## src/rtl/ultrasonic_ranger_if.sv

```systemverilog
`default_nettype none
// ============================================================================
//  Module      : ultrasonic_ranger_if
//  Description : Bundle of the sensor-side and result-side signals of the
//                ultrasonic ranger. The ranger itself connects through the
//                slave modport. Whatever drives en/echo and consumes the
//                result connects through the master modport.
//  Revision    : 1.0 - initial release
// ============================================================================
interface ultrasonic_ranger_if;

    logic        en;           // 1 = free-run measurements
    logic        echo;         // raw sensor echo pin (asynchronous)
    logic        trig;         // sensor trigger pin
    logic [31:0] echo_width;   // last result in clk cycles
    logic        width_valid;  // 1-cycle pulse: real measurement published
    logic        timeout;      // 1-cycle pulse: timeout value published

    // Controlling / consuming side
    modport master (
        output en,
        output echo,
        input  trig,
        input  echo_width,
        input  width_valid,
        input  timeout
    );

    // Ranger side
    modport slave (
        input  en,
        input  echo,
        output trig,
        output echo_width,
        output width_valid,
        output timeout
    );

endinterface : ultrasonic_ranger_if
`default_nettype wire

```

## src/rtl/ultrasonic_ranger.sv

```systemverilog
`default_nettype none
// ============================================================================
//  Module      : ultrasonic_ranger
//  Description : HC-SR04-style ultrasonic sensor driver. Issues a periodic
//                trigger pulse, times the returned echo pulse in clk cycles
//                and publishes the result (or the timeout value) on
//                echo_width with a one-cycle qualifier pulse.
//  Revision    : 1.0 - initial release
// ============================================================================
module ultrasonic_ranger #(
    parameter int unsigned CLK_FREQ_HZ = 12_000_000,
    parameter int unsigned TRIG_US     = 10,
    parameter int unsigned TIMEOUT_US  = 38_000,
    parameter int unsigned PERIOD_MS   = 60
) (
    input  logic                clk,
    input  logic                reset_n,
    ultrasonic_ranger_if.slave  bus
);

    // ------------------------------------------------------------------------
    // Derived tick counts
    // ------------------------------------------------------------------------
    localparam int unsigned c_TICKS_PER_US = CLK_FREQ_HZ / 1_000_000;
    localparam logic [31:0] c_TRIG_TICKS    = 32'(c_TICKS_PER_US * TRIG_US);
    localparam logic [31:0] c_TIMEOUT_TICKS = 32'(c_TICKS_PER_US * TIMEOUT_US);
    localparam logic [31:0] c_PERIOD_TICKS  = 32'(c_TICKS_PER_US * 1000 * PERIOD_MS);

    // Refuse to elaborate with an inconsistent timing set: the period must
    // contain the whole timeout window, which must contain the trigger pulse.
    generate
        if ((CLK_FREQ_HZ % 1_000_000 != 0) ||
            !(c_PERIOD_TICKS > c_TIMEOUT_TICKS) ||
            !(c_TIMEOUT_TICKS > c_TRIG_TICKS) ||
            !(c_TRIG_TICKS >= 32'd1)) begin : g_bad_params
            $error("ultrasonic_ranger: need PERIOD_TICKS > TIMEOUT_TICKS > TRIG_TICKS >= 1 and CLK_FREQ_HZ a multiple of 1 MHz");
        end
    endgenerate

    // ------------------------------------------------------------------------
    // FSM encoding
    // ------------------------------------------------------------------------
    localparam logic [1:0] S_HOLDOFF   = 2'd0;
    localparam logic [1:0] S_TRIG      = 2'd1;
    localparam logic [1:0] S_WAIT_RISE = 2'd2;
    localparam logic [1:0] S_MEASURE   = 2'd3;

    // ------------------------------------------------------------------------
    // Registers
    // ------------------------------------------------------------------------
    logic        r_echo_meta;     // first synchronizer stage
    logic        r_echo_s;        // synchronized echo
    logic        r_echo_d;        // echo_s delayed one cycle, for edge detection
    logic [1:0]  r_state;
    logic [31:0] r_cyc;           // cycles since the current trigger started
    logic [31:0] r_width_cnt;     // echo high time accumulated so far
    logic [31:0] r_echo_width;
    logic        r_width_valid;
    logic        r_timeout;
    logic        r_trig;

    // ------------------------------------------------------------------------
    // Combinational next-state values
    // ------------------------------------------------------------------------
    logic        w_rise;
    logic        w_fall;
    logic        w_cyc_sat;
    logic        w_cyc_timeout;
    logic [1:0]  w_state_nxt;
    logic [31:0] w_cyc_nxt;
    logic [31:0] w_width_cnt_nxt;
    logic [31:0] w_echo_width_nxt;
    logic        w_width_valid_nxt;
    logic        w_timeout_nxt;
    logic        w_trig_nxt;

    assign w_rise        =  r_echo_s & ~r_echo_d;
    assign w_fall        = ~r_echo_s &  r_echo_d;
    assign w_cyc_sat     = (r_cyc == c_PERIOD_TICKS - 32'd1);
    assign w_cyc_timeout = (r_cyc == c_TIMEOUT_TICKS - 32'd1);

    // Bring the asynchronous echo pin into the clk domain and keep a delayed copy
    always_ff @(posedge clk or negedge reset_n) begin
        if (!reset_n) begin
            r_echo_meta <= 1'b0;
            r_echo_s    <= 1'b0;
            r_echo_d    <= 1'b0;
        end else begin
            r_echo_meta <= bus.echo;
            r_echo_s    <= r_echo_meta;
            r_echo_d    <= r_echo_s;
        end
    end

    // Measurement sequencing: trigger, wait for a fresh rise, time the pulse
    always_comb begin
        w_state_nxt       = r_state;
        w_cyc_nxt         = w_cyc_sat ? r_cyc : (r_cyc + 32'd1);
        w_width_cnt_nxt   = r_width_cnt;
        w_echo_width_nxt  = r_echo_width;
        w_width_valid_nxt = 1'b0;
        w_timeout_nxt     = 1'b0;

        case (r_state)
            S_HOLDOFF: begin
                // en only matters here; a running measurement always completes
                if (w_cyc_sat && bus.en) begin
                    w_state_nxt = S_TRIG;
                    w_cyc_nxt   = 32'd0;
                end
            end

            S_TRIG: begin
                if (r_cyc == c_TRIG_TICKS - 32'd1) begin
                    w_state_nxt = S_WAIT_RISE;
                end
            end

            S_WAIT_RISE: begin
                // An echo already high on entry produces no rise and is ignored
                if (w_cyc_timeout) begin
                    w_echo_width_nxt = c_TIMEOUT_TICKS;
                    w_timeout_nxt    = 1'b1;
                    w_state_nxt      = S_HOLDOFF;
                end else if (w_rise) begin
                    w_width_cnt_nxt = 32'd1;
                    w_state_nxt     = S_MEASURE;
                end
            end

            S_MEASURE: begin
                // A fall on the timeout cycle still counts as a real result
                if (w_fall) begin
                    w_echo_width_nxt  = r_width_cnt;
                    w_width_valid_nxt = 1'b1;
                    w_state_nxt       = S_HOLDOFF;
                end else if (w_cyc_timeout) begin
                    w_echo_width_nxt = c_TIMEOUT_TICKS;
                    w_timeout_nxt    = 1'b1;
                    w_state_nxt      = S_HOLDOFF;
                end else if (r_echo_s) begin
                    w_width_cnt_nxt = r_width_cnt + 32'd1;
                end
            end

            default: begin
                w_state_nxt = S_HOLDOFF;
            end
        endcase

        // trig is a flop copy of "in S_TRIG", so it follows the state exactly
        w_trig_nxt = (w_state_nxt == S_TRIG);
    end

    // State, counters and published outputs
    always_ff @(posedge clk or negedge reset_n) begin
        if (!reset_n) begin
            r_state       <= S_HOLDOFF;
            r_cyc         <= 32'd0;
            r_width_cnt   <= 32'd0;
            r_echo_width  <= 32'd0;
            r_width_valid <= 1'b0;
            r_timeout     <= 1'b0;
            r_trig        <= 1'b0;
        end else begin
            r_state       <= w_state_nxt;
            r_cyc         <= w_cyc_nxt;
            r_width_cnt   <= w_width_cnt_nxt;
            r_echo_width  <= w_echo_width_nxt;
            r_width_valid <= w_width_valid_nxt;
            r_timeout     <= w_timeout_nxt;
            r_trig        <= w_trig_nxt;
        end
    end

    assign bus.trig        = r_trig;
    assign bus.echo_width  = r_echo_width;
    assign bus.width_valid = r_width_valid;
    assign bus.timeout     = r_timeout;

endmodule : ultrasonic_ranger
`default_nettype wire

```

## src/flat_wrapper.sv

```systemverilog
// flat-port wrapper written by rule: the top's interface ports become plain ports
module ultrasonic_ranger_flat 
#(
    parameter int unsigned CLK_FREQ_HZ = 12_000_000,
    parameter int unsigned TRIG_US     = 10,
    parameter int unsigned TIMEOUT_US  = 38_000,
    parameter int unsigned PERIOD_MS   = 60
)
  (clk, reset_n, bus_en, bus_echo, bus_trig, bus_echo_width, bus_width_valid, bus_timeout);
  ultrasonic_ranger_if bus_i ();
  input  logic clk;
  input  logic reset_n;
  input wire logic [$bits(bus_i.en)-1:0] bus_en;
  input wire logic [$bits(bus_i.echo)-1:0] bus_echo;
  output wire logic [$bits(bus_i.trig)-1:0] bus_trig;
  output wire logic [$bits(bus_i.echo_width)-1:0] bus_echo_width;
  output wire logic [$bits(bus_i.width_valid)-1:0] bus_width_valid;
  output wire logic [$bits(bus_i.timeout)-1:0] bus_timeout;
  assign bus_i.en = bus_en;
  assign bus_i.echo = bus_echo;
  assign bus_trig = bus_i.trig;
  assign bus_echo_width = bus_i.echo_width;
  assign bus_width_valid = bus_i.width_valid;
  assign bus_timeout = bus_i.timeout;
  ultrasonic_ranger #(.CLK_FREQ_HZ(CLK_FREQ_HZ), .TRIG_US(TRIG_US), .TIMEOUT_US(TIMEOUT_US), .PERIOD_MS(PERIOD_MS)) u_core (.clk(clk), .reset_n(reset_n), .bus(bus_i));
endmodule
```

## config.mk

```make
export PLATFORM = sky130hd
export DESIGN_NAME = ultrasonic_ranger_flat
export DESIGN_NICKNAME = d
export VERILOG_FILES = /design/src/rtl/ultrasonic_ranger_if.sv /design/src/rtl/ultrasonic_ranger.sv /design/src/flat_wrapper.sv
export SDC_FILE = /design/constraint.sdc
export NUM_CORES = 1
export LEC_CHECK = 0
export ABC_AREA = 1
export CAP_MARGIN = 15
export CELL_PAD_IN_SITES_DETAIL_PLACEMENT = 1
export CELL_PAD_IN_SITES_GLOBAL_PLACEMENT = 2
export CORE_UTILIZATION = 34
export CTS_CLUSTER_SIZE = 16
export DETAILED_ROUTE_END_ITERATION = 8
export DONT_BUFFER_PORTS = 1
export HOLD_SLACK_MARGIN = 0.08
export PLACE_DENSITY = 0.84
export RECOVER_POWER = 50
export REMOVE_ABC_BUFFERS = 1
export SYNTH_ARGS = -nofsm -noshare
export SYNTH_HDL_FRONTEND = slang
export SYNTH_SLANG_ARGS = --single-unit
```

## constraint.sdc

```tcl
create_clock -name clk -period 1.7 [get_ports clk]
set_clock_uncertainty 0.2 [all_clocks]
set_input_delay 0.34 -clock clk [delete_from_list [all_inputs] [get_ports clk]]
set_output_delay 0.34 -clock clk [all_outputs]
set_load 0.005 [all_outputs]
```

[Word level (Yosys, flattened, before mapping)]
Index checks and enable logic that the tools add are counted.
Storage, ports and cells
  register bits: 104
  input port bits: 4
  output and inout bits: 35
  word-level logic and storage cells: 56
Operators by class
  add/sub/neg operators: 2
  eq/ne operators: 12
  multiplexer cells: 24
  bitwise gates (word level): 4
  reduce and logical (&&, ||, !) cells: 4
Operators with widths (count)
  $mux 32: 10
  $pmux 32 s2: 2
  $add 32x1->32 const B: 2
  $eq 32x19->1 const B: 1
  $eq 32x20->1 const B: 1
  $eq 32x7->1 const B: 1
  $mux 2: 6
  $pmux 2 s4: 1
  $ne 2x2->1 const B: 3
  $reduce_and 6->1: 1
  $eq 2x1->1 const B: 2
  $eq 2x2->1 const B: 2
  $mux 1: 4
  $ne 2x1->1 const B: 2
  $and 1x1->1: 2
  $logic_not 2->1: 1
  $not 1->1: 2
  $pmux 1 s2: 1
  $reduce_bool 2->1: 1
  $logic_and 1x1->1: 1

[Logic depth before layout (Yosys ltp)]
Gate-level depths: netlist of run 1.
  depth in word-level cells: 6
  mapped depth: 11
  depth with buffers taken out: 11

[Worst setup path after synthesis of run 1]
No wires, ideal clock.
  path type: register -> register
  start: register u_core.r_cyc[0]
  end: register u_core.r_width_cnt[6]
  library setup time: 120 ps
  arrival: 1489 ps
  data required time: 1380 ps
  slack: -109 ps
  cell stages (with the launch flop): 12
  path buffers: 1
  clock period less this slack: 1809 ps
  cells stage by stage: dfrtp_1 > ha_1 > nand2_2 > nor2_8 > nand2_4 > nor2_4 > nand2_4 > nand2_4 > inv_4 > buf_6 > nand4_1 > o21ai_2
Between the ends
  cells in the longest elaborated chain, start to end: 3
  elaborated cells between the ends (all ways): 4
  classes of those cells: 3 x eq/ne; 1 x reduce/logical
RTL lines
  start: declaration: line ultrasonic_ranger.sv:55  | logic [31:0] r_cyc;
  start signal: assignment: line ultrasonic_ranger.sv:167  | r_cyc <= w_cyc_nxt;
  $eq 32x19->1 (*): line ultrasonic_ranger.sv:80  | assign w_cyc_timeout = (r_cyc == c_TIMEOUT_TICKS - 32'd1);
  $ne 2x2->1 (no source line)
  $reduce_and 6->1 (no source line) (*)
  end signal: assignment: line ultrasonic_ranger.sv:168  | r_width_cnt <= w_width_cnt_nxt;
  end: declaration: line ultrasonic_ranger.sv:56  | logic [31:0] r_width_cnt;
Mark *: on every way between the ends. The rest lies on a longest branch, timed or not.
A chain may end at the register's enable or synchronous reset.

[Worst setup path in the final report of run 1]
  start: register u_core.r_cyc[0]
  end: register u_core.r_width_cnt[18]
Same word-level chain as after synthesis.

==> run summary, run 1 <==
The Yosys step of the flow raised 0 warnings. 39 I/O pins were placed. Before CTS, the worst setup slack after placement is -0.3159 ns. The run gives 45.36% as the sequential element share of the synthesized area. Max-cap violations in this run came to 0. The tree is rooted in a clkbuf_16. The top-area cell type share of the netlist area came out at 45.36%. Setup repair after global routing could not meet its margin everywhere. The busiest metal layer after global routing is met2. Detailed routing inserted a total of 5644 vias. The clock net in this run drives a total of 104 sinks. Compound-cell area share of the yosys netlist: 9.616%. The number of antenna violations at the first check in global routing is 0. The maximum count of clock buffers along a single path was 2. Initial standard-cell utilization of the core: 34.72%. At the worst endpoint, the required time is 1.79 ns.

The run gives 105 as the largest net degree at the start of global routing. The final reports fail on negative hold slack, negative setup slack. The simple-gate area share of the yosys netlist is 32.60%.

Most used flip-flop cell after synthesis: dfrtp_1. Setup violations remaining at the end of the flow were counted as 89. Element type at the critical path start: a flop.

Buffers placed on the I/O ports in this run total 0. The final weighted congestion in routability-driven placement was 0.8653; the setup TNS was -11.61 ns. Core area: 16520 um2. After layout, the worst path uses 111.9% of the clock period. Data on the critical path arrives at its endpoint at 1.99 ns.

Clock tree synthesis inserted a total of 9 buffers. The detailed-route wire length is 20130 um, and the least setup slack across all paths after layout is -0.2018 ns. The number of nets in the layout was 885; the via density per instance was 5.112. For the clock latency on the worst-skew pair, the log shows 0.36 ns.

Class of the tightest hold or removal check: input port to async pin. The layout overhead on the synthesized area was 39.93%. Cells fill 48.59% of the core in the end. Dividing total power by cell area gives a power density of 571.8 nW/um2. After synthesis the netlist holds a flip-flop and latch count of 104. Summing the areas of all xor and xnor instances in the mapped netlist gives 3.511% of the synthesized area.

After clock tree synthesis, the clock-pin slew on the worst setup and hold paths is 0.08 ns. In the global route stage, overall resource usage came out at 23.70%. The logs give 6118 for the number of global-route vias before repair and 0 for the max-slew violation count. Total count of hold-check failures in the final report: 104. The placed wire-length estimate after detailed placement is 14030 um.

The area enclosed by the die boundary came out at 17400 um2. The synthesized netlist occupies a cell area of 5738 um2. Detailed router's first-iteration violation count: 264. The worst setup path is of the flop to flop kind. The average cell area after synthesis is 7.882 um2.

Once detail routing completed, the nets flagged for antenna violations numbered 0. After synthesis, the netlist uses 37 different library cells. Met1 usage: 31.36%. The placement row count was 47. The share of layout cells above drive strength 1 came out at 38.57%. Multiplexer cells account for 0% of the synthesized area. The number of synthesized flops with an enable pin came out at 0.

For this run, asynchronously set or reset flops after synthesis account for 100.0%. The flow ran to the end, but the final reports show violations. The number of antenna diodes in the final layout is 0. Sorting the synthesized cells by area gives the leading types as dfrtp_1, nand2_1, nor2_1, inv_1, o21ai_2. The floorplan step set the die width to 131.9 um. The global routing usage on met3 was 3.729%. The analysis attributes to cell leakage a power of 3.747 nW. After synthesis, the largest family of logic cells by area is simple AND/OR/NAND/NOR gates. Of all nets on the critical path, the largest fanout is 7. The tools report the maximum operating frequency as 0.5258 GHz. The critical path capture point type was a flop. After detailed routing, the number of remaining DRC violations is 0. TritonCTS built the clock tree. The slew at the pin closest to its max-slew limit works out to 0.3635 ns. VDD sags by at most 0.4936 mV. Summing the areas of all fa, ha and maj instances in the mapped netlist gives 0.4361% of the synthesized area. The cell count after synthesis came out at 728. The number of hold-repair buffers added at the cts stage is 1, and the post-route minimum period is 1.902 ns. The tools report the H-tree depth reported by CTS as 3. The worst hold slack is -0.5269 ns, and the global-route congestion overflow total is 0. Dividing the detail-routed wire length by the instance count gives 18.24 um. The first-pass GRT wire length is 32220 um. Before antenna repair, the detailed router went through 4 iterations. Worst slew slack as a fraction of its limit: 75.54%.

The leading area contributor after synthesis was dfrtp_1. In this run the vertical extent of the chip is 131.9 um. For met2 alone, demand over resource in global routing was 38.86%. For the number of fill cells in the layout, the log shows 1981.
==> cells in the final DEF (no fill, tap or decap), types with 6 or more instances in the layout <==
master | Yosys | layout
a21oi_1 | 8 | 6
buf_4 | 0 | 129
buf_6 | 8 | 16
clkbuf_16 | 0 | 11
dfrtp_1 | 104 | 101
inv_1 | 91 | 80
inv_2 | 8 | 17
nand2_1 | 175 | 153
nand2_2 | 5 | 22
nand2_4 | 4 | 8
nand3_1 | 35 | 29
nand3_2 | 6 | 12
nand4_1 | 30 | 30
nor2_1 | 96 | 64
nor2_2 | 7 | 23
nor2_4 | 3 | 19
nor3_1 | 27 | 12
nor3_2 | 1 | 14
o21ai_0 | 17 | 12
o21ai_1 | 22 | 22
o21ai_2 | 26 | 30
xor2_1 | 22 | 20
==> repair_timing <==
action                                 CTS  global route
setup endpoints to repair              100           100
gates resized for setup                 97            72
pin swaps                               36            44
cloned                                   3             2
setup buffers                           18            12
endpoints found under the hold margin  105           104
==> critical path: stages (launching register included) <==
cell	delay (ns)
dfrtp_1	0.41
ha_4	0.18
nand2_4	0.07
nor2_8	0.13
nand2_4	0.08
nor2_4	0.13
nand2_4	0.10
nand2_8	0.10
inv_8	0.07
buf_12	0.14
nand3_2	0.06
nor2_1	0.05
nor2_1	0.11
==> layout make-up <==
type                       count  area (um2)  area share (%)
tap                          220       275.3           3.428
clock inverter                 6       52.55          0.6545
multi-input combinational    511        3132           39.01
inverter                     100       397.9           4.956
sequential                   104        2606           32.46
timing repair buffer         153        1326           16.52
clock buffer                  10       239.0           2.976
==> logic make-up after synthesis <==
family | after synthesis
AOI/OAI and AO/OA | 85
adders and majority gates | 2
xor gates and xnor gates | 23
buffers and inverters | 113
and+or+nand+nor | 401
DFF | 104
==> power by group <==
| group | internal (mW) | switching (mW) |
|---|---|---|
| combinational | 0.00419 | 0.00573 |
| sequential | 2.47 | 0.00150 |
| clock | 1.06 | 1.05 |
==> flip-flops by register name, summed over array words and instances (netlist names) <==
register                flops
u_core.bus.echo_width      32
u_core.r_cyc               32
u_core.r_width_cnt         32
u_core.r_state              2
u_core.bus.timeout          1
u_core.bus.trig             1
u_core.bus.width_valid      1
u_core.r_echo_d             1
u_core.r_echo_meta          1
u_core.r_echo_s             1
==> per-layer routing <==
metal / up-vias / wire, um
met5: - / 0
met4: 0 / 441
met3: 35 / 898
met2: 118 / 9826
met1: 2831 / 8965
li1: 2660 / -
==> stage by stage <==
step / area (um2) / cells / power (mW)
floorplan: 5629 / 715 / 2.530
global placement: 6845 / 1057 / 2.532
detailed placement: 6845 / 1057 / 2.533
CTS: 7654 / 1094 / 4.628
global route: 8029 / 1104 / 4.715
finish: 8029 / 1104 / 4.591
==> worst paths after layout <==
| check | startpoint | to | slack, ns | cells past startpoint |
|---|---|---|---|---|
| max | u_core.r_cyc[0]$_DFF_PN0_ | u_core.r_width_cnt[18]$_DFFE_PN0P_ | -0.20 | 12 |
| min | reset_n | u_core.r_cyc[28]$_DFF_PN0_ | -0.53 | 0 |
| max reg2reg | u_core.r_cyc[0]$_DFF_PN0_ | u_core.r_width_cnt[18]$_DFFE_PN0P_ | -0.20 | 12 |
| min reg2reg | u_core.r_echo_meta$_DFF_PN0_ | u_core.r_echo_s$_DFF_PN0_ | 0.16 | 0 |
| max in group asynchronous | reset_n | u_core.r_width_cnt[8]$_DFFE_PN0P_ | 1.59 | 0 |
| min in group clk | bus_en | u_core.r_cyc[11]$_DFF_PN0_ | 0.10 | 3 |
==> synth_stat cells, types with 4 or more instances <==
master,number
xor2_1,22
inv_1,91
o21ai_1,22
o22ai_1,5
nor2_1,96
nand4_1,30
inv_2,8
a21oi_1,8
nand2_2,5
nand4_2,5
buf_6,8
nor2_2,7
nand2_4,4
o21ai_0,17
nand3_2,6
nand3_1,35
o21ai_2,26
nor3_1,27
nand2_1,175
dfrtp_1,104
Note: power is estimated with default switching activity, not from simulation.
==> run 2: changes to the inputs <==
CORE_MARGIN = 2   (was not set)
TNS_END_PERCENT = 1   (was not set)
==> run summary, run 2 (synthesized netlist as in run 1, its figures left out) <==
The checks that failed: negative hold slack, negative setup slack. For the global-route congestion overflow total, the log shows 0 (unchanged). The via density per instance was 4.991 (-2.4%); the worst slew slack as a fraction of its limit was 74.04% (-1.5 points).

Power density over the cells: 604.4 nW/um2 (+5.7%). For the maximum count of clock buffers along a single path, the log shows 2 (unchanged). The met3 wire length came out at 806 um (-10%). The worst reg2reg path startpoint was u_core.r_cyc[1]$_DFF_PN0_. The logs give 9097 um (-7.4%) for the wire length on met2 and 866 (-2.1%) for the number of nets in the layout. The critical path capture point type was a flop. For the setup TNS, the log shows -14.79 ns (-3.184 ns). The number of port buffers is 0 (unchanged), and the total I/O pin count is 39 (unchanged).

The largest fanout of any net on the critical path came out at 4 (-3). The logs give 105 (unchanged) for the largest net degree at the start of global routing and 4 (unchanged) for the length of the first detailed-routing pass in iterations. The static leakage is 3.504 nW (-6.5%), and the all-layer global routing usage is 21.95% (-1.8 points). The reported net switching power is 1.018 mW (-3.5%). The first-pass GRT wire length was 30790 um (-4.4%). The area of the multi-input gates is 2848 um2 (-9.1%), and the H-tree depth reported by CTS is 3 (unchanged). The share of layout cells above drive strength 1 was 30.75% (-7.8 points).

The total CTS buffers was 9 (unchanged); the number of hold-repair buffers added at the cts stage was 1 (unchanged). The logs give 0 (unchanged) for the post-detailed-route count of antenna-violating nets and 0.9455 (+9.3%) for the final weighted congestion in routability-driven placement. For the number of fill cells in the layout, the log shows 2036 (+2.8%). The total count of hold-check failures in the final report is 104 (unchanged), and the required time at the worst-slack endpoint is 1.75 ns (-0.04 ns).

The post-route minimum period works out to 2.004 ns (+0.1018 ns). Setup repair after global routing could not meet its margin everywhere. The tools report the routed metal-1 wire length as 8599 um (-4.1%). The class of the tightest hold or removal check was input port to async pin. The area enclosed by the die boundary is 17930 um2 (+3.1%). The utilization after layout is 45.07% (-3.5 points). The placement row count is 47 (unchanged), and the core area is 16520 um2 (unchanged).

The average routed wire per standard cell was 17.42 um (-4.5%); the register-to-register setup slack was -0.30 ns (-0.10 ns). The logs give 5415 (-4.1%) for the via count of the routed design and 2.05 ns (+0.06 ns) for the worst path arrival time. The run gives 34.72% (unchanged) as the initial standard-cell utilization of the core. The horizontal die dimension was 133.9 um (+1.5%); the switching share of power was 22.62% (-0.37 points). The part of the total power dissipated in combinational logic came out at 0.2% (about the same). The number of cells on the worst reg-to-reg path is 9 (-3), and the number of antenna violations at the first check in global routing is 0 (unchanged).

The maximum operating frequency is 0.4991 GHz (-5.1%), and the register area is 2604 um2 (about the same). The tree is rooted in a clkbuf_16. The logs give 44.8% (-1.1 points) for the relative contribution of the clock network to total power and 0.4699 mV (-4.8%) for the maximum resistive drop on vdd. The tools report the endpoint of the most critical register-to-register path as u_core.r_cyc[14]$_DFF_PN0_. TritonCTS built the clock tree. The logs give 204 (-23%) for the detailed router's first-iteration violation count and 0 (unchanged) for the DRC violations left. The worst setup path is launched from a flop.

The placed wire-length estimate after detailed placement is 14060 um (+0.20%). The layout overhead on the synthesized area was 29.81%. The library cell used most frequently in the layout, excluding fill and tap cells, is nand2_1.

The final antenna diode count is 0 (unchanged). The power after layout was 4.502 mW (-2.0%). The worst hold slack was -0.5318 ns (-0.004924 ns); the clock latency on the worst-skew pair was 0.36 ns (about the same). The portion of the clock cycle consumed by the worst path in the final layout was 117.9% (+6.0 points); the number of maximum-capacitance constraint violations was 0 (unchanged). The run gives 55.0% (+1.1 points) as the proportion of power drawn by flip-flops and latches.

Leaving out fill and tap cells, the most frequent cells in the layout are nand2_1, buf_4, dfrtp_1. The tools report the number of global-route vias before repair as 5920 (-3.2%). The total number of clock tree sinks is 104 (unchanged). The internal power contribution was 3.483 mW (-1.5%).

The critical path is of the flop to flop type. The max-slew violation count was 0 (unchanged). Detailed-route wire length: 18900 um (-6.1%). The number of endpoints failing setup at the final stage is 93 (+4.5%), and the slew at the pin closest to its max-slew limit is 0.3864 ns (+0.02288 ns). The clock-pin slew reported for the worst setup and hold paths after clock tree synthesis is 0.08 ns (about the same). The die boundary height is 133.9 um (+1.5%). The run finished, with violations left. For the least setup slack across all paths after layout, the log shows -0.3036 ns (-0.1018 ns). Uppermost signal routing layer after detailed routing: met4.
[run 2: cell count changes in the layout (fill, tap and decap cells not counted), moves of 5 or more]
cell / before / now
nand3_1: 29 / 35
buf_6: 16 / 4
nor2_1: 64 / 79
nand2_2: 22 / 14
inv_1: 80 / 87
nand2_1: 153 / 165
nor2_2: 23 / 18
nand3_2: 12 / 5
nor2_4: 19 / 9
inv_2: 17 / 11
[run 2: timing repair]
item,CTS,global route
hold endpoints to repair,105,104
setup endpoints to repair,99,100
setup buffers,3,4
resized for setup,45,25
pin swaps,11,13
[run 2: metrics by stage]
step | hold WS, ns | cells | setup WS (ns) | area [um2]
floorplan | -0.1556 | 715 | -0.5910 | 5629
CTS | -0.5376 | 1081 | -0.1812 | 7346
global route | -0.5448 | 1085 | -0.3907 | 7448
global placement | -0.1482 | 1061 | -0.2217 | 6888
finish | -0.5318 | 1085 | -0.3036 | 7448
detailed placement | -0.1489 | 1061 | -0.2835 | 6888
[run 2: power by group through the flow]
stage               Sequential, mW  Clock [mW]  Combinational (mW)
global placement              2.53           0             0.00689
detailed placement            2.53           0             0.00738
finish                        2.48        2.01              0.0104
floorplan                     2.53           0             0.00429
CTS                           2.48        2.07             0.00990
global route                  2.48        2.17              0.0113
[run 2: worst max-delay path, cell delays in order (launching register included)]
cell     delay, ns
dfrtp_1       0.37
ha_2          0.22
nand2_4       0.08
nor2_8        0.13
nand2_4       0.08
nor2_2        0.07
nand4_1       0.17
nor3b_2       0.35
buf_4         0.18
nor2_2        0.03
[run 2: worst max-delay path by stage]
| stage | startpoint | end | slack (ns) | cells past startpoint |
|---|---|---|---|---|
| 2_1_floorplan | u_core.r_state[0]$_DFF_PN0_ | u_core.bus.echo_width[0]$_DFFE_PN0P_ | -0.59 | 7 |
| 3_3_place_gp | u_core.r_cyc[0]$_DFF_PN0_ | u_core.r_cyc[30]$_DFF_PN0_ | -0.22 | 9 |
| 3_5_place_dp | u_core.r_cyc[1]$_DFF_PN0_ | u_core.r_cyc[30]$_DFF_PN0_ | -0.28 | 9 |
| 4_1_cts | u_core.r_cyc[1]$_DFF_PN0_ | u_core.r_cyc[1]$_DFF_PN0_ | -0.18 | 10 |
| 5_1_grt | u_core.r_cyc[0]$_DFF_PN0_ | u_core.r_cyc[14]$_DFF_PN0_ | -0.39 | 10 |
| 6_report | u_core.r_cyc[1]$_DFF_PN0_ | u_core.r_cyc[14]$_DFF_PN0_ | -0.30 | 9 |
[run 2: final cells by class]
class / count / share of cell area, %
Timing Repair Buffer: 134 / 14.24
Clock buffer: 10 / 3.074
Sequential cell: 104 / 34.96
Inverter: 100 / 5.207
Multi-Input combinational cell: 511 / 38.23
Clock inverter: 6 / 0.5879
Tap cell: 220 / 3.696
[run 2: metal layers]
layer	vias up	global-route usage, %
met5	-	0
met2	101	36.52
met1	2671	28.84
met4	0	8.038
met3	24	3.628
li1	2619	-
==> run 3: changes to the inputs <==
--- a/config.mk
+++ b/config.mk
@@ -16,5 +16,5 @@
 export DONT_BUFFER_PORTS = 1
 export HOLD_SLACK_MARGIN = 0.08
-export PLACE_DENSITY = 0.84
+export PLACE_DENSITY_LB_ADDON = 0.1
 export RECOVER_POWER = 50
 export REMOVE_ABC_BUFFERS = 1
==> constraint.sdc (replaced) <==
create_clock -name clk -period 1.7 [get_ports clk]
set_clock_uncertainty 0.2 [all_clocks]
set_input_delay 0.425 -clock clk [delete_from_list [all_inputs] [get_ports clk]]
set_output_delay 0.425 -clock clk [all_outputs]
set_load 0.005 [all_outputs]
==> run summary, run 3 (synthesized netlist as in run 1, its figures left out) <==
The met3 wire length was 581 um (-28%). The worst setup path is launched from a flop. The tools report the DRC violations left as 0 (unchanged). The placement row count came out at 47 (unchanged).

Static leakage: 3.666 nW (+4.6%). The flow ran to the end, but the final reports show violations. For the worst path arrival time, the log shows 1.95 ns (-0.10 ns). The final reports fail on negative hold slack, negative setup slack.

Setup repair after global routing could not meet its margin everywhere. The tools report the placed instance count as 1073 (+1.1%). The first-pass GRT wire length came out at 30600 um (-0.63%). The least setup slack across all paths after layout is -0.2010 ns (+0.1026 ns), and the number of hold-repair buffers added at the cts stage is 1 (unchanged). The clock-pin slew reported for the worst setup and hold paths after clock tree synthesis came out at 0.07 ns (about the same).

The min-delay analysis places its worst path in the category input port to async pin. The die boundary height came out at 133.9 um (unchanged). The logs give 4.783 mW (+6.2%) for the power after layout and 16520 um2 (unchanged) for the core area.

TritonCTS built the clock tree. Global-route congestion overflow total: 0 (unchanged). The maximum count of clock buffers along a single path came out at 2 (unchanged). The run gives 1.75 ns (about the same) as the required time at the worst-slack endpoint.

For the maximum resistive drop on vdd, the log shows 0.5731 mV (+22%). The share of layout cells above drive strength 1 is 31.60% (+0.85 points). For the cell area after placement, the log shows 6978 um2 (+1.3%).

The power density over the cells came out at 619.8 nW/um2 (+2.6%). The run gives 1103 (+1.7%) as the number of non-filler instances in the completed layout. The largest net degree at the start of global routing came out at 105 (unchanged). The total number of clock tree sinks is 104 (unchanged), and the all-layer global routing usage is 21.67% (-0.28 points). Compared with the post-synthesis result, the final layout area differs by 34.47%. The number of nets in the layout is 884 (+2.1%). Number of endpoints failing setup at the final stage: 92 (-1.1%).

Horizontal die dimension: 133.9 um (unchanged). The post-route minimum period is 1.901 ns (-0.1026 ns), and the area enclosed by the die boundary is 17930 um2 (unchanged). The max-slew violation count was 0 (unchanged). The worst setup path category was flop to flop. Most frequent standard cell in the layout excluding fill and tap cells: nand2_1.

For the number of maximum-capacitance constraint violations, the log shows 0 (unchanged). The total count of hold-check failures in the final report was 104 (unchanged). The critical path capture point type was a flop. For the final weighted congestion in routability-driven placement, the log shows 0.8324 (-12%). The H-tree depth reported by CTS came out at 3 (unchanged). The run gives 0.36 ns (about the same) as the clock latency on the worst-skew pair. The cell chosen for the clock root is clkbuf_16. The post-detailed-route count of antenna-violating nets was 0 (unchanged); the portion of the clock cycle consumed by the worst path in the final layout was 111.8% (-6.0 points).

The number of global-route vias before repair was 5867 (-0.90%); the maximum operating frequency was 0.5260 GHz (+5.4%). Detailed router's first-iteration violation count: 201 (-1.5%). The run gives 0 (unchanged) as the final antenna diode count. The run gives 9373 um (+9.0%) as the routed metal-1 wire length. The via density per instance came out at 4.925 (-1.3%). The tools report the wire length on met2 as 8415 um (-7.5%). For the detailed-route wire length, the log shows 18630 um (-1.4%). The worst hold slack was -0.4417 ns (+0.09008 ns).

The total CTS buffers came out at 9 (unchanged). The total I/O pin count came out at 39 (unchanged). Placed wire-length estimate after detailed placement: 13810 um (-1.7%).

The average routed wire per standard cell was 16.89 um (-3.0%). Routed signal wires occupy layers up through met4. For the length of the first detailed-routing pass in iterations, the log shows 4 (unchanged). Largest fanout of any net on the critical path: 4 (unchanged).

In the layout the commonest cells are nand2_1, buf_4, dfrtp_1. The logs give 70.40% (-3.6 points) for the worst slew slack as a fraction of its limit and 7716 um2 (+3.6%) for the total non-filler cell area in the finished layout. The number of port buffers works out to 0 (unchanged). The run gives 0 (unchanged) as the number of antenna violations at the first check in global routing. Slew at the pin closest to its max-slew limit: 0.4406 ns (+0.05413 ns).

The initial standard-cell utilization of the core is 34.72% (unchanged). Via count of the routed design: 5432 (+0.31%).
[run 3: changes by cell type in the layout (fill, tap and decap cells not counted), sizes merged]
cell and change:
bufinv +2, buf +18, inv -1, clkbuf -1
[run 3: where the power goes]
part	internal (mW)	switching (mW)	leakage, nW
Combinational	0.00281	0.00532	2.09
Clock	1.30	1.00	0.156
Sequential	2.48	0.00141	1.42
[run 3: timing repair]
action | 4_1_cts | 5_1_grt
gates resized for setup | 57 | 22
endpoints found under the setup margin | 97 | 100
endpoints found under the hold margin | 105 | 104
pin swaps | 17 | 15
cloned | 1 | 0
buffers inserted | 9 | 3
[run 3: stage by stage]
stage                     worst slack (ns)  TNS, ns  utilization (%)  hold WS (ns)
final                              -0.2010   -8.922            46.69       -0.4417
after global routing               -0.2961   -19.19            46.69       -0.4523
after CTS                          -0.1797   -8.908            46.09       -0.4513
after detailed placement           -0.2765   -16.54            42.23      -0.06699
after global placement             -0.2068   -10.65            42.23      -0.06643
after floorplan                    -0.5910   -26.54                -      -0.07059
[run 3: routing by layer]
layer / up-vias / track usage (%)
li1: 2655 / -
met4: 0 / 6.028
met5: - / 0
met2: 68 / 34.02
met1: 2695 / 31.47
met3: 14 / 2.797
[run 3: worst max-delay path: stages, from the launching register on]
cell	delay, ns
dfrtp_1	0.40
ha_4	0.17
nand2_4	0.07
nor2_8	0.13
nand2_4	0.09
nor2_4	0.17
nand2_4	0.08
buf_6	0.13
nand2_1	0.07
nand3_2	0.09
nor2_2	0.13
nor2_1	0.06
[run 3: area by class of cell]
class	instances	area [um2]
inverters	100	390.4
multi-input cells	511	2892
repair buffers	152	1235
clock buffers	9	225.2
fillers	2027	8808
well taps	220	275.3
clock inverters	7	95.09
flip-flops and latches	104	2604
[run 3: worst paths after layout]
| kind | slack, ns | cells past startpoint | start | end |
|---|---|---|---|---|
| setup / recovery | -0.20 | 11 | u_core.r_cyc[0]$_DFF_PN0_ | u_core.bus.trig$_DFF_PN0_ |
| hold / removal | -0.44 | 0 | reset_n | u_core.r_cyc[31]$_DFF_PN0_ |
| setup reg to reg | -0.20 | 11 | u_core.r_cyc[0]$_DFF_PN0_ | u_core.bus.trig$_DFF_PN0_ |
| hold reg to reg | 0.16 | 0 | u_core.r_echo_meta$_DFF_PN0_ | u_core.r_echo_s$_DFF_PN0_ |
| max in group asynchronous | 1.58 | 0 | reset_n | u_core.r_cyc[6]$_DFF_PN0_ |
| min in group clk | 0.16 | 3 | bus_en | u_core.r_cyc[11]$_DFF_PN0_ |
